## config.mk

```make
export PLATFORM = sky130hd
export DESIGN_NAME = sgpr_rd_port_arbiter
export DESIGN_NICKNAME = d
export VERILOG_FILES = /design/src/rtl/sgpr_rd_arb_pkg.sv /design/src/rtl/sgpr_rr_pick3.sv /design/src/rtl/sgpr_rd_port_arbiter.sv
export SDC_FILE = /design/constraint.sdc
export NUM_CORES = 1
export LEC_CHECK = 0
export ABC_AREA = 1
export ABC_CLOCK_PERIOD_IN_PS = 1870
export CAP_MARGIN = 20
export CORE_AREA = 2 2 119 121
export DETAILED_ROUTE_END_ITERATION = 12
export DIE_AREA = 0 0 121 123
export GPL_TIMING_DRIVEN = 0
export SKIP_LAST_GASP = 1
export SLEW_MARGIN = 20
export SYNTH_ARGS = -nofsm -noshare
export SYNTH_HDL_FRONTEND = slang
export SYNTH_HIERARCHICAL = 1
export SYNTH_SLANG_ARGS = --single-unit
```

## constraint.sdc

```tcl
create_clock -name clk -period 1.87 [get_ports clk]
set_clock_uncertainty 0.2 [all_clocks]
set_input_delay 0.561 -clock clk [delete_from_list [all_inputs] [get_ports clk]]
set_output_delay 0.561 -clock clk [all_outputs]
set_load 0.02 [all_outputs]
```

## src/rtl/sgpr_rd_arb_pkg.sv

```systemverilog
// Shared types and constants for the SGPR read-port arbiter.
// The only build option is SGPR_RD_ARB_RR_EN, used by sgpr_rd_port_arbiter.
package sgpr_rd_arb_pkg;

    localparam int NUM_RD_PORTS = 3;
    localparam int SGPR_ADDR_W  = 9;
    localparam int SGPR_DATA_W  = 128;

    typedef logic [1:0] rd_port_id_t;

    localparam rd_port_id_t RD_PORT0 = 2'd0;
    localparam rd_port_id_t RD_PORT1 = 2'd1;
    localparam rd_port_id_t RD_PORT2 = 2'd2;

    // Next port index in mod-3 order; the unused encoding 3 folds to port 0.
    function automatic rd_port_id_t rd_port_inc(input rd_port_id_t id);
        rd_port_id_t nxt;
        case (id)
            RD_PORT0: nxt = RD_PORT1;
            RD_PORT1: nxt = RD_PORT2;
            RD_PORT2: nxt = RD_PORT0;
            default:  nxt = RD_PORT0;
        endcase
        return nxt;
    endfunction

    function automatic logic [2:0] rd_port_onehot(input rd_port_id_t id);
        logic [2:0] oh;
        case (id)
            RD_PORT0: oh = 3'b001;
            RD_PORT1: oh = 3'b010;
            RD_PORT2: oh = 3'b100;
            default:  oh = 3'b000;
        endcase
        return oh;
    endfunction

endpackage

```

## src/rtl/sgpr_rr_pick3.sv

```systemverilog
// Combinational 3-way picker: highest priority goes to last+1, then last+2, then last (mod 3).
// Tying last to port 2 yields fixed priority 0 > 1 > 2.
module sgpr_rr_pick3 (
    input  logic [2:0] req,
    input  logic [1:0] last,
    output logic [2:0] gnt,
    output logic [1:0] idx
);
    import sgpr_rd_arb_pkg::*;

    logic [3:0]  req_ext_s;
    rd_port_id_t p0_s;
    rd_port_id_t p1_s;
    rd_port_id_t p2_s;

    assign req_ext_s = {1'b0, req};

    // Walk the rotated priority order and take the first pending request.
    always_comb begin
        p0_s = rd_port_inc(last);
        p1_s = rd_port_inc(p0_s);
        p2_s = rd_port_inc(p1_s);
        gnt  = 3'b000;
        idx  = RD_PORT0;
        if (req_ext_s[p0_s]) begin
            gnt = rd_port_onehot(p0_s);
            idx = p0_s;
        end else if (req_ext_s[p1_s]) begin
            gnt = rd_port_onehot(p1_s);
            idx = p1_s;
        end else if (req_ext_s[p2_s]) begin
            gnt = rd_port_onehot(p2_s);
            idx = p2_s;
        end else begin
            gnt = 3'b000;
            idx = RD_PORT0;
        end
    end

endmodule

```

## src/rtl/sgpr_rd_port_arbiter.sv

```systemverilog
// Shares the SGPR read port among three requesters with a req/gnt handshake and 2-cycle return.
// Define SGPR_RD_ARB_RR_EN for round-robin arbitration; otherwise fixed priority 0 > 1 > 2.
module sgpr_rd_port_arbiter
    import sgpr_rd_arb_pkg::*;
#(
    parameter int ADDR_W = SGPR_ADDR_W,
    parameter int DATA_W = SGPR_DATA_W
) (
    input  logic              clk,
    input  logic              rst_n,
    input  logic              port0_rd_req,
    input  logic [ADDR_W-1:0] port0_rd_addr,
    output logic              port0_rd_gnt,
    output logic              port0_rd_valid,
    input  logic              port1_rd_req,
    input  logic [ADDR_W-1:0] port1_rd_addr,
    output logic              port1_rd_gnt,
    output logic              port1_rd_valid,
    input  logic              port2_rd_req,
    input  logic [ADDR_W-1:0] port2_rd_addr,
    output logic              port2_rd_gnt,
    output logic              port2_rd_valid,
    output logic [DATA_W-1:0] port_rd_data,
    output logic              rd_en,
    output logic [ADDR_W-1:0] rd_addr,
    input  logic [DATA_W-1:0] rd_data
);

    logic [2:0]        req_s;
    logic [2:0]        pick_gnt_s;
    logic [2:0]        gnt_s;
    logic              any_gnt_s;
    rd_port_id_t       win_s;
    rd_port_id_t       last_sel_s;
    logic [ADDR_W-1:0] win_addr_s;
    logic [2:0]        valid_vec_s;

    logic              rd_en_r;
    logic [ADDR_W-1:0] rd_addr_r;
    rd_port_id_t       id_q_r;
    logic              valid2_r;
    rd_port_id_t       id_q2_r;

    assign req_s = {port2_rd_req, port1_rd_req, port0_rd_req};

    sgpr_rr_pick3 u_pick (
        .req  (req_s),
        .last (last_sel_s),
        .gnt  (pick_gnt_s),
        .idx  (win_s)
    );

    // Grants are forced low while reset is asserted.
    always_comb begin
        gnt_s = 3'b000;
        if (rst_n) begin
            gnt_s = pick_gnt_s;
        end else begin
            gnt_s = 3'b000;
        end
    end

    assign any_gnt_s    = |gnt_s;
    assign port0_rd_gnt = gnt_s[0];
    assign port1_rd_gnt = gnt_s[1];
    assign port2_rd_gnt = gnt_s[2];

`ifdef SGPR_RD_ARB_RR_EN
    rd_port_id_t last_gnt_r;

    // Most recently granted port; reset to 2 so port 0 leads after reset.
    always_ff @(posedge clk or negedge rst_n) begin
        if (!rst_n) begin
            last_gnt_r <= RD_PORT2;
        end else if (any_gnt_s) begin
            last_gnt_r <= win_s;
        end else begin
            last_gnt_r <= last_gnt_r;
        end
    end

    assign last_sel_s = last_gnt_r;
`else
    assign last_sel_s = RD_PORT2;
`endif

    // Winner's address mux.
    always_comb begin
        win_addr_s = {ADDR_W{1'b0}};
        case (win_s)
            RD_PORT0: win_addr_s = port0_rd_addr;
            RD_PORT1: win_addr_s = port1_rd_addr;
            RD_PORT2: win_addr_s = port2_rd_addr;
            default:  win_addr_s = {ADDR_W{1'b0}};
        endcase
    end

    // Issue stage: strobe and address to the array, winner id into the first id stage.
    always_ff @(posedge clk or negedge rst_n) begin
        if (!rst_n) begin
            rd_en_r   <= 1'b0;
            rd_addr_r <= {ADDR_W{1'b0}};
            id_q_r    <= RD_PORT0;
        end else if (any_gnt_s) begin
            rd_en_r   <= 1'b1;
            rd_addr_r <= win_addr_s;
            id_q_r    <= win_s;
        end else begin
            rd_en_r   <= 1'b0;
            rd_addr_r <= rd_addr_r;
            id_q_r    <= id_q_r;
        end
    end

    // Return stage: aligns the owner id with the array's one-cycle data latency.
    always_ff @(posedge clk or negedge rst_n) begin
        if (!rst_n) begin
            valid2_r <= 1'b0;
            id_q2_r  <= RD_PORT0;
        end else begin
            valid2_r <= rd_en_r;
            id_q2_r  <= id_q_r;
        end
    end

    // Decode the registered owner id into per-port valid pulses.
    always_comb begin
        valid_vec_s = 3'b000;
        if (valid2_r) begin
            valid_vec_s = rd_port_onehot(id_q2_r);
        end else begin
            valid_vec_s = 3'b000;
        end
    end

    assign rd_en          = rd_en_r;
    assign rd_addr        = rd_addr_r;
    assign port0_rd_valid = valid_vec_s[0];
    assign port1_rd_valid = valid_vec_s[1];
    assign port2_rd_valid = valid_vec_s[2];
    assign port_rd_data   = rd_data;

endmodule

```

==> run summary <==
Run status - finished, violations left
Failing checks - negative setup slack
Core area - 13600 sq um
Largest net degree at the start of global routing - 16
Final ANT Viol Nets - 0
DRC Markers - 0
Multiplexer area fraction after synthesis - 0
Required time worst endpoint - 1.11 ns
Syn Inst Count - 264
Cell area after layout - 3970 sq um
Leak Pwr - 2.18 nW
PortBufs - 175
Met2 GRT Util - 0.181
Synth Register Bits - 15
Critical Path End Type - output port
Total net switching power - 0.734 mW
Met3 usage - 0.0360
Delay-heaviest family, CP - buffers and inverters
Detail Placement HPWL - 7120 um
Kind of critical path - in2out
Hold WC Path Type - reg2reg
Net Sw Frac - 0.379
Ports - 304
Initial antenna violation count - 1
H-tree depth - 1
CTS tree - done
Highest Clock Rate - 479 MHz
Xor and xnor fraction of the mapped netlist area - 0
Nets - 623
Slowest library cell on the worst path - buf_6
Final Max Slew Viols - 0
Final Cycle Share - 1.12
Fin. Hold Viols - 0
Netlist cell types - 17
GRT Max-Usage Layer - met2
Rel. slew slack - 0.560
Critical path arrival - 1.33 ns
CP dominant cell by count - nand2_2
Row count - 43
Vias in the first global route - 2186
Die ar. - 14900 sq um
Vias - 2234
Synth Area in Simple Gates - 0.241
Die width - 121 um
Global Route Usage Sum - 0.0979
Remaining Overflow, GRT - 0
Worst-case clock buffer depth - 2
Sequential Power Share - 0.224
Placer congestion estimate - 0.716
Setup-failing EPs final - 3
Met1 GRT Util - 0.102
Main combinational cell family by area after synthesis - buffers and inverters
Max incr delay on CP - 0.13 ns
Via-to-Cell Ratio - 3.47
Global-route wire length before repair - 11400 um
Worst VDD drop - 273 uV
Share of cells above drive strength 1 - 0.383
DR pass1 iterations - 4
Initial DRC count - 15
Internal power - 1.21 mW
Die Height - 123 um
Crit path cell chain - buf_8 > nand2_8 > inv_4 > nor2_4 > nand2_2 > nand2_2 > nand2_2 > buf_6 > clkinv_4 > buf_6
Area post-placement - 3950 sq um
Cell Area, Synth - 1900 sq um
Most frequent cells in the layout - buf_4, dlygate4sd2_1, nand2_1
Final Power - 1.94 mW
Synth warn - 6
Setup TNS - -0.506 ns
Worst skew pair latency - 0.24 ns
Reg clk slew, reported paths - 0.04 ns
Clk network pwr share - 0.208
Pwr dens - 489 nW/um^2
Final setup margin - -0.219 ns
Crit path max fanout - 4
Initial core utilization - 0.139
Worst Setup Start Kind - primary input
Compound-Gate Fraction of Synth Area - 0.00528
Syn-to-layout area delta - 109%
Routed len/inst - 12.6 um
Post-synthesis sequential area ratio - 0.198
RSZ-0062 raised after global routing - true
Num CTS Buffers - 3
Buf/Inv on CP - 5
Sinks on Clock Net - 15
Min Tclk post-route - 2.09 ns
Gate power share - 0.568
Adder-Cell Fraction of Synth Area - 0
Maximum Capacitance Violations - 0
Mapped Avg Cell Area - 7.18 sq um
Slew @ Worst Pin - 0.658 ns
Commonest non-fill, non-tap cell in the layout - buf_4
Clock root buffer master - clkbuf_16
Routed Wire Length - 8080 um
## worst paths after layout
path / cells past startpoint / slack (ns) / to / start
min: 0 / 0.17 / valid2_r / rd_en
min reg2reg: 0 / 0.17 / valid2_r / rd_en
min in group asynchronous: 2 / 0.72 / rd_addr[7] / rst_n
max: 10 / -0.22 / port1_rd_gnt / port0_rd_req
max in group asynchronous: 2 / 0.33 / valid2_r / rst_n
max reg2reg: 2 / 1.03 / rd_addr[5] / rd_addr[5]
## kinds of logic after synthesis
logic type	after synthesis
other cells	2
flops	15
simple gates	98
buf+inv	147
compound gates	2
## worst register-to-register path, stage by stage, from the launching register on
cell and delay [ns]:
dfrtp_1 0.37, nand4_1 0.10, nand2_1 0.06
## state kept, by name, summed over array words and instances (netlist names)
register / cells
id_q2_r: 2
id_q_r: 2
rd_addr: 9
rd_en: 1
valid2_r: 1
## power by group through the flow
stage	combinational [mW]	sequential [mW]	clock [mW]
floorplan	0.595	0.501	0
global placement	1.23	0.440	0
detailed placement	1.23	0.442	0
CTS	1.10	0.436	0.406
global route	1.19	0.446	0.424
finish	1.10	0.435	0.403
## cell usage after synthesis
| master | number | area, sq um |
|---|---|---|
| buf_4 | 131 | 983 |
| nand2_1 | 49 | 184 |
| nand3_1 | 28 | 140 |
| dfrtp_1 | 15 | 375 |
| inv_1 | 11 | 41.3 |
| nand4_1 | 10 | 62.6 |
| buf_2 | 3 | 15.0 |
| nor2_1 | 3 | 11.3 |
| conb_1 | 2 | 7.51 |
| inv_2 | 2 | 7.51 |
| nand3_2 | 2 | 20.0 |
| nor2_2 | 2 | 12.5 |
| o21ai_0 | 2 | 10.0 |
| nand2_2 | 1 | 6.26 |
| nand3b_1 | 1 | 7.51 |
| nor3_1 | 1 | 5.00 |
| nor3b_1 | 1 | 7.51 |
## metrics by stage
stage	instances	utilization	setup WS, ns	hold slack [ns]
after global placement	627	0.290	-1.60	0.162
final	643	0.292	-0.219	0.170
after CTS	636	0.286	-0.242	0.168
after global routing	642	0.291	-0.275	0.198
after detailed placement	627	0.290	-1.64	0.166
after floorplan	272	-	-0.0158	0.0654
## cell type report
type	instances	area [sq um]
Antenna cell	1	2.50
Buffer	133	1010
Clock buffer	4	78.8
Fill cell	1502	9640
Inverter	13	63.8
Multi-Input combinational cell	110	551
Sequential cell	15	375
Tap cell	180	225
Timing Repair Buffer	187	1670
## routing by layer
metal	up-vias	routed length [um]
met2	162	4190
met3	8	1010
li1	1087	-
met4	0	180
met5	-	0
met1	977	2700
## repair_timing
action / CTS / global route
buffers inserted: 4 / 7
pin swaps: 4 / 7
endpoints found under the setup margin: 156 / 11
resized for setup: 196 / 16
endpoints found under the hold margin: 15 / 0
hold buffers: 1 / 0
Note: power is estimated with default switching activity, not from simulation.
